## src/rtl/dac_word_serializer_pkg.sv

```systemverilog
// Shared definitions for the DAC command path: format codes, AD5449 command
// nibbles and the serializer state encoding.
package dac_word_serializer_pkg;

  typedef logic [11:0] dac_code_t;
  typedef logic [1:0]  dac_fmt_t;
  typedef logic [15:0] dac_frame_t;

  localparam dac_fmt_t DAC7311_FORMAT  = 2'h0;
  localparam dac_fmt_t AD5449_FORMAT_A = 2'h1;
  localparam dac_fmt_t AD5449_FORMAT_B = 2'h2;

  localparam logic [3:0] CMD_LOAD_A = 4'b0001;
  localparam logic [3:0] CMD_LOAD_B = 4'b0100;

  localparam logic [2:0] ST_IDLE  = 3'd0;
  localparam logic [2:0] ST_SETUP = 3'd1;
  localparam logic [2:0] ST_SHIFT = 3'd2;
  localparam logic [2:0] ST_HOLD  = 3'd3;
  localparam logic [2:0] ST_GAP   = 3'd4;

endpackage

```

## src/rtl/dac_word_serializer_if.sv

```systemverilog
// Command-side handshake plus the serial data/clock/sync triple.
interface dac_word_serializer_if;
  import dac_word_serializer_pkg::*;

  logic       tx_start_strobe;
  dac_code_t  data_in;
  dac_fmt_t   data_format_option;
  logic       serial_data;
  logic       serial_clk;
  logic       sync;
  logic       busy;

  modport master (
    output tx_start_strobe, data_in, data_format_option,
    input  serial_data, serial_clk, sync, busy
  );

  modport slave (
    input  tx_start_strobe, data_in, data_format_option,
    output serial_data, serial_clk, sync, busy
  );
endinterface

```

## src/rtl/dac_word_format.sv

```systemverilog
// Combinational 12-bit code to 16-bit device frame builder.
module dac_word_format
  import dac_word_serializer_pkg::*;
#(
  parameter logic [3:0] CMD_A = CMD_LOAD_A,
  parameter logic [3:0] CMD_B = CMD_LOAD_B
) (
  input  dac_code_t  data_i,
  input  dac_fmt_t   fmt_i,
  output dac_frame_t frame_o
);

  // The reserved code falls through to the DAC7311 layout.
  always_comb begin
    case (fmt_i)
      AD5449_FORMAT_A: frame_o = {CMD_A, data_i};
      AD5449_FORMAT_B: frame_o = {CMD_B, data_i};
      default:         frame_o = {2'b00, data_i, 2'b00};
    endcase
  end

endmodule

```

## src/rtl/dac_word_serializer.sv

```systemverilog
// MSB-first 16-bit frame transmitter; every pin comes straight from a flop.
module dac_word_serializer
  import dac_word_serializer_pkg::*;
#(
  parameter int         HALF_PERIOD  = 4,
  parameter logic [3:0] AD5449_CMD_A = CMD_LOAD_A,
  parameter logic [3:0] AD5449_CMD_B = CMD_LOAD_B
) (
  input  logic                 xclk,
  input  logic                 reset,
  dac_word_serializer_if.slave bus
);

  localparam int             HCW     = $clog2(HALF_PERIOD) + 1;
  localparam logic [HCW-1:0] HC_LAST = HCW'(HALF_PERIOD - 1);

  logic [2:0]     state_q, state_d;
  logic [HCW-1:0] hcnt_q, hcnt_d;
  logic [3:0]     bcnt_q, bcnt_d;
  dac_frame_t     shreg_q, shreg_d;
  logic           sdata_q, sdata_d;
  logic           sclk_q, sclk_d;
  logic           sync_q, sync_d;
  logic           busy_q, busy_d;
  dac_frame_t     frame;
  logic           hc_last;

  dac_word_format #(.CMD_A(AD5449_CMD_A), .CMD_B(AD5449_CMD_B)) u_fmt (
    .data_i  (bus.data_in),
    .fmt_i   (bus.data_format_option),
    .frame_o (frame)
  );

  assign hc_last = (hcnt_q == HC_LAST);

  always_comb begin
    state_d = state_q;
    hcnt_d  = hcnt_q;
    bcnt_d  = bcnt_q;
    shreg_d = shreg_q;
    sdata_d = sdata_q;
    sclk_d  = sclk_q;
    sync_d  = sync_q;
    busy_d  = busy_q;
    if (state_q != ST_IDLE) hcnt_d = hc_last ? '0 : hcnt_q + HCW'(1);
    case (state_q)
      ST_IDLE: if (bus.tx_start_strobe) begin
        state_d = ST_SETUP;
        shreg_d = frame;
        sdata_d = frame[15];
        bcnt_d  = 4'hF;
        hcnt_d  = '0;
        sync_d  = 1'b0;
        busy_d  = 1'b1;
      end
      ST_SETUP: if (hc_last) state_d = ST_SHIFT;
      // serial_clk itself tells which half of the bit period we are in
      ST_SHIFT: if (hc_last) begin
        if (sclk_q) begin
          sclk_d = 1'b0;
        end else begin
          sclk_d = 1'b1;
          if (bcnt_q == 4'd0) begin
            state_d = ST_HOLD;
          end else begin
            bcnt_d  = bcnt_q - 4'd1;
            shreg_d = {shreg_q[14:0], 1'b0};
            sdata_d = shreg_q[14];
          end
        end
      end
      ST_HOLD: if (hc_last) begin
        state_d = ST_GAP;
        sync_d  = 1'b1;
      end
      ST_GAP: if (hc_last) begin
        state_d = ST_IDLE;
        busy_d  = 1'b0;
        sdata_d = 1'b0;
      end
      default: begin
        state_d = ST_IDLE;
        sclk_d  = 1'b1;
        sync_d  = 1'b1;
        busy_d  = 1'b0;
        sdata_d = 1'b0;
      end
    endcase
  end

  always_ff @(posedge xclk or posedge reset) begin
    if (reset) begin
      state_q <= ST_IDLE;
      hcnt_q  <= '0;
      bcnt_q  <= '0;
      shreg_q <= '0;
      sdata_q <= 1'b0;
      sclk_q  <= 1'b1;
      sync_q  <= 1'b1;
      busy_q  <= 1'b0;
    end else begin
      state_q <= state_d;
      hcnt_q  <= hcnt_d;
      bcnt_q  <= bcnt_d;
      shreg_q <= shreg_d;
      sdata_q <= sdata_d;
      sclk_q  <= sclk_d;
      sync_q  <= sync_d;
      busy_q  <= busy_d;
    end
  end

  assign bus.serial_data = sdata_q;
  assign bus.serial_clk  = sclk_q;
  assign bus.sync        = sync_q;
  assign bus.busy        = busy_q;

endmodule

```

## src/flat_wrapper.sv

```systemverilog
// flat-port wrapper written by rule: the top's interface ports become plain ports
module dac_word_serializer_flat import dac_word_serializer_pkg::*;
#(
  parameter int         HALF_PERIOD  = 4,
  parameter logic [3:0] AD5449_CMD_A = CMD_LOAD_A,
  parameter logic [3:0] AD5449_CMD_B = CMD_LOAD_B
)
  (xclk, reset, bus_tx_start_strobe, bus_data_in, bus_data_format_option, bus_serial_data, bus_serial_clk, bus_sync, bus_busy);
  dac_word_serializer_if bus_i ();
  input  logic xclk;
  input  logic reset;
  input wire logic [$bits(bus_i.tx_start_strobe)-1:0] bus_tx_start_strobe;
  input wire logic [$bits(bus_i.data_in)-1:0] bus_data_in;
  input wire logic [$bits(bus_i.data_format_option)-1:0] bus_data_format_option;
  output wire logic [$bits(bus_i.serial_data)-1:0] bus_serial_data;
  output wire logic [$bits(bus_i.serial_clk)-1:0] bus_serial_clk;
  output wire logic [$bits(bus_i.sync)-1:0] bus_sync;
  output wire logic [$bits(bus_i.busy)-1:0] bus_busy;
  assign bus_i.tx_start_strobe = bus_tx_start_strobe;
  assign bus_i.data_in = bus_data_in;
  assign bus_i.data_format_option = bus_data_format_option;
  assign bus_serial_data = bus_i.serial_data;
  assign bus_serial_clk = bus_i.serial_clk;
  assign bus_sync = bus_i.sync;
  assign bus_busy = bus_i.busy;
  dac_word_serializer #(.HALF_PERIOD(HALF_PERIOD), .AD5449_CMD_A(AD5449_CMD_A), .AD5449_CMD_B(AD5449_CMD_B)) u_core (.xclk(xclk), .reset(reset), .bus(bus_i));
endmodule
```

## config.mk

```make
export PLATFORM = sky130hd
export DESIGN_NAME = dac_word_serializer_flat
export DESIGN_NICKNAME = d
export VERILOG_FILES = /design/src/rtl/dac_word_serializer_pkg.sv /design/src/rtl/dac_word_serializer_if.sv /design/src/rtl/dac_word_format.sv /design/src/rtl/dac_word_serializer.sv /design/src/flat_wrapper.sv
export SDC_FILE = /design/constraint.sdc
export NUM_CORES = 1
export LEC_CHECK = 0
export CAP_MARGIN = 20
export CORE_MARGIN = 1
export CORE_UTILIZATION = 25
export DETAILED_ROUTE_END_ITERATION = 12
export GPL_TIMING_DRIVEN = 0
export PLACE_DENSITY = 0.49
export SLEW_MARGIN = 20
export SYNTH_ARGS = -nofsm -noshare
export SYNTH_HDL_FRONTEND = slang
export SYNTH_HIERARCHICAL = 1
export SYNTH_SLANG_ARGS = --single-unit
```

## constraint.sdc

```tcl
create_clock -name xclk -period 2.8 [get_ports xclk]
set_input_delay 0.84 -clock xclk [delete_from_list [all_inputs] [get_ports xclk]]
set_output_delay 0.84 -clock xclk [all_outputs]
set_load 0.01 [all_outputs]
```

# After elaboration in Yosys (flattened, before gate mapping)
# Index checks and enable logic that the tools add are counted.
# Widths: inputs -> output; s select.
[op_classes]
bitwise_logic = 4
muxes = 37
n_eq_ne = 15
add_sub_neg = 2
n_reduce_logical = 14
[op_table]
columns = ["cell", "count"]
rows = [
  ["$mux 15", 4],
  ["$pmux 15 s2", 2],
  ["$mux 3", 11],
  ["$mux 4", 4],
  ["$pmux 3 s5", 1],
  ["$mux 1", 10],
  ["$ne 2x1->1 const B", 5],
  ["$eq 3x2->1 const B", 3],
  ["$pmux 4 s2", 1],
  ["$reduce_and 7->1", 1],
  ["$ne 2x2->1 const B", 3],
  ["$pmux 1 s3", 2],
  ["$reduce_and 3->1", 2],
  ["$reduce_and 6->1", 1],
  ["$reduce_or 3->1", 2],
  ["$reduce_and 5->1", 1],
  ["$logic_not 4->1", 1],
  ["$not 1->1", 4],
  ["$pmux 1 s4", 1],
  ["$reduce_or 4->1", 1],
  ["$sub 4x1->4 const B", 1],
  ["$add 3x1->3 const B", 1],
  ["$eq 3x1->1 const B", 1],
  ["$eq 3x3->1 const B", 1],
  ["other kinds (8)", 8],
]
[word_totals]
word_cells = 80
in_bits = 17
regBits = 29
output_inout_bits = 4

# Longest topological paths before layout
[logic_depth]
depth_word = 5
mapped_depth = 8
depth_no_buf = 6

# Cells and area by module
# Netlist, hierarchy kept.
[by_module_without_submodules]
columns = ["mod", "area_per_inst_um2", "seq_area_each_um2", "cells_each", "n_inst"]
rows = [
  ["dac_word_serializer", 1527.7, 728.2, 147, 1],
  ["dac_word_format", 280.3, 0.0, 46, 1],
]

# Least setup slack after synthesis
# Ideal clock, no wire load.
[synth_timing]
path_kind = "input-to-reg"
startpoint = "input bus_data_format_option[0]"
endpoint = "register u_core.shreg_q[12]"
t_arrival_ps = 1780
stages = 5
setup_time_ps = 141
n_path_buf = 0
setup_slack_ps = 879
t_required_ps = 2659
path_cell_list = "inv_1 -> ha_1 -> mux2_2 -> mux2i_1 -> a31oi_1"
[synth_via]
elab_chain_len = 4
elab_cells_between_ends = 5
classes_between = "eq/ne: 2; mux: 3"
[synth_rtl]
columns = ["item", "line_no", "rtl"]
rows = [
  ["start: declaration", "flat_wrapper.sv:14", "input wire logic [$bits(bus_i.data_format_option)-1:0] bus_data_format_option;"],
  ["$eq 2x2->1 or $eq 2x1->1 (tied branches)", "dac_word_format.sv:15", "case (fmt_i)"],
  ["$pmux 15 s2 (*)", "dac_word_format.sv:15", ""],
  ["net u_core.frame[12]", "dac_word_serializer.sv:25", "dac_frame_t frame;"],
  ["$mux 15 (*)", "dac_word_serializer.sv:47", "ST_IDLE: if (bus.tx_start_strobe) begin"],
  ["$pmux 15 s2 (*)", "dac_word_serializer.sv:46", "case (state_q)"],
  ["end signal: assignment", "dac_word_serializer.sv:105", "shreg_q <= shreg_d;"],
  ["end: declaration", "dac_word_serializer.sv:20", "dac_frame_t shreg_q, shreg_d;"],
]
# The timed path passes the listed nets; every way through them passes the cells marked *. The select of a mux whose other input is x is not followed.
# A chain may end at the register's enable or synchronous reset.

# Worst setup path in the final report
# Ends and elaborated chain as after synthesis.

==> reports/qor.csv <==
metric,value,unit
fin crit share,81.2,%
clock latency at the later pin of the worst-skew pair,0.28,ns
number of remaining DRC errors,0,
# fillers,740,
GRT Total Usage,11.7,%
Synth Register Bits,29,
clk slew on worst S/H paths,0.06,ns
Syn Nets,215,
post-CTS setup buffers,0,
Routed Antenna Nets,0,
post-synthesis mux area share,10.1,%
TritonRoute pass-1 iters,4,
top-area cell type share of the netlist area,37.4,%
RSZ-0062 raised after global routing,false,
top_reg_cell synth,dfrtp_1,
# IOs,21,
vias in the first global route,1396,
Worst R2R End,u_core/shreg_q[0],
Layout Nets,242,
Die W,87.0,um
dpl hpwl,2790,um
final wirelength,4030,um
power per cell area,934,mW/mm^2
initial antenna violation count,0,
DR iter-0 viols,57,
Die Height,87.0,um
Post-Syn Area,0.00181,sq mm
Worst VDD drop,0.000273,V
xor-xnor portion of the synthesized cell area,0.969,%
Slew Limit Fails,0,
Crit Path Max Fanout,6,
Setup Skew,0.00474,ns
full die area,0.00758,sq mm
R2R cell count,7,
PostCTS Resize Cnt,0,
reg-to-reg critical path startpoint,u_core/bcnt_q[0],
maximum clock path buffer count,2,
Area Growth Syn to Fin,22.7,%
worst slew pin tran,0.637,ns
DR WL/cell,12.7,um
reg2reg setup slack,0.89,ns
leak pwr,0.897,nW
max-cap violation count,0,
Post-synth EDFFs,0,
"most common cell after layout, fill and taps aside",dfrtp_1,
"Seq/Total Area, Yosys",40.3,%
# rows,30,
Worst setup EP type,register,
Root Buffer,clkbuf_8,
kind of critical path,in -> reg,
fmax,0.440,GHz
first-pass GRT wire length,6810,um
minimum clock period,2.27,ns
CP startpoint kind,input pin,
routed vias,1483,
Synth area leaders,"dfrtp_1 37%, mux2i_1 8.9%, a21oi_1 6.1%",
setup TNS,0,ns
hold crit path type,reg -> reg,
largest net degree at the start of global routing,30,
port buffer count,20,
layout cells sized above 1,14.9,%
Final GP Congestion,0.748,
Synth Area in Compound Gates,21.9,%
status,"finished, final reports clean",
Fin. Hold Viols,0,
Post-Synth Adder-Cell Area,3.46,%
hold path start,u_core/bus.sync,
YS warnings,6,
Gate Count Post-Synth,193,
vias per cell,4.68,
Worst EP arrival,2.41,ns
Hold EP,u_core/bus.sync,
Antenna diodes,0,
hold path cells,2,
Post-synth ARST share,100,%
Relative slew margins,57.5,%
Final setup viols,0,
most frequent cells in the layout,"27 x dfrtp_1, 22 x a21oi_1, 20 x clkdlybuf4s50_1, 16 x mux2i_1, 15 x o21ai_0",
area of the core,0.00691,sq mm
synth unique cells,42,
CTS tree,built,
average size of a mapped cell,9.37,sq um
Starting Density,26.2,%
Simple-Gate Fraction of Synth Area,14.0,%
worst hold margin,0.500,ns
GRT Residual Overflow,0,
largest family of logic cells by synthesized area,compound AO/OA/AOI/OAI gates,
largest area contributor in the netlist,dfrtp_1,
hold buffer count at CTS,0,
H-tree levels,2,
CP required,2.93,ns
TritonCTS buffer count,5,
count of clock tree sinks,29,
## routing by layer
| metal | global-route usage (%) | wire length [um] |
|---|---|---|
| met5 | 0 | 0 |
| met4 | 4.55 | 69 |
| met3 | 3.41 | 161 |
| met2 | 17.5 | 1690 |
| met1 | 15.7 | 2100 |
## worst max-delay path by stage
| stage | startpoint | endpoint | slack [ns] | cells past startpoint |
|---|---|---|---|---|
| after floorplan | bus_data_format_option[0] | u_core/shreg_q[12] | 0.88 | 5 |
| after global placement | bus_data_format_option[0] | u_core/shreg_q[12] | 0.24 | 6 |
| after detailed placement | bus_data_format_option[0] | u_core/shreg_q[12] | 0.23 | 6 |
| after CTS | bus_data_format_option[0] | u_core/shreg_q[12] | 0.54 | 6 |
| after global routing | bus_data_format_option[0] | u_core/shreg_q[12] | 0.42 | 6 |
| final | bus_data_format_option[0] | u_core/shreg_q[12] | 0.53 | 6 |
## cells by family after synthesis
kind of cell / Yosys count
XOR/XNOR: 2
AND/OR/NAND/NOR: 44
flip-flops: 29
multiplexers: 18
buffers and inverters: 26
adder cells (fa/ha/maj): 5
AO/OA/AOI/OAI: 68
other: 1
## critical path, stage by stage
cell	delay, ns
clkdlybuf4s50_1	0.48
inv_1	0.06
ha_1	0.41
mux2_2	0.38
mux2i_1	0.14
a31oi_1	0.10
## final cells by class
class / count / area, sq um / share of cell area [%]
Buffer: 17 / 131 / 5.92
Sequential cell: 29 / 728 / 32.8
Timing Repair Buffer: 20 / 200 / 9.02
Inverter: 9 / 33.8 / 1.52
Clock buffer: 8 / 90.1 / 4.06
Tap cell: 96 / 120 / 5.41
Multi-Input combinational cell: 138 / 915 / 41.2
## where the power goes
group | switching, mW | total [mW] | leakage [nW] | internal, mW
clock | 0.154 | 0.354 | 0.0455 | 0.200
combinational | 0.533 | 0.984 | 0.525 | 0.451
sequential | 0.116 | 0.734 | 0.327 | 0.618
total | 0.803 | 2.07 | 0.897 | 1.27
## synthesized netlist by cell type (all sizes together) (4+ instances only)
master	count
ha	5
buf	14
nor3	4
nor2	9
o21ai	23
a21oi	22
dfrtp	27
inv	9
a31oi	14
mux2i	16
nand2	13
## state kept, by name, indices dropped and copies added (netlist names)
name                    flops
u_core/bcnt_q               4
u_core/bus.serial_data      1
u_core/bus.sync             1
u_core/bus.serial_clk       1
u_core/shreg_q             15
u_core/hcnt_q               3
u_core/bus.busy             1
u_core/state_q              3
## through the flow
step / cell area [sq um] / utilization, % / worst slack [ns] / total power, mW / std cells
after floorplan: 1810 / - / 0.879 / 1.45 / 193
after global routing: 2220 / 32.1 / 0.417 / 2.24 / 317
after detailed placement: 2130 / 30.8 / 0.226 / 1.72 / 309
final: 2220 / 32.1 / 0.527 / 2.07 / 317
after global placement: 2130 / 30.8 / 0.241 / 1.71 / 309
after CTS: 2220 / 32.1 / 0.539 / 2.09 / 317
(Power assumes the default switching activity.)
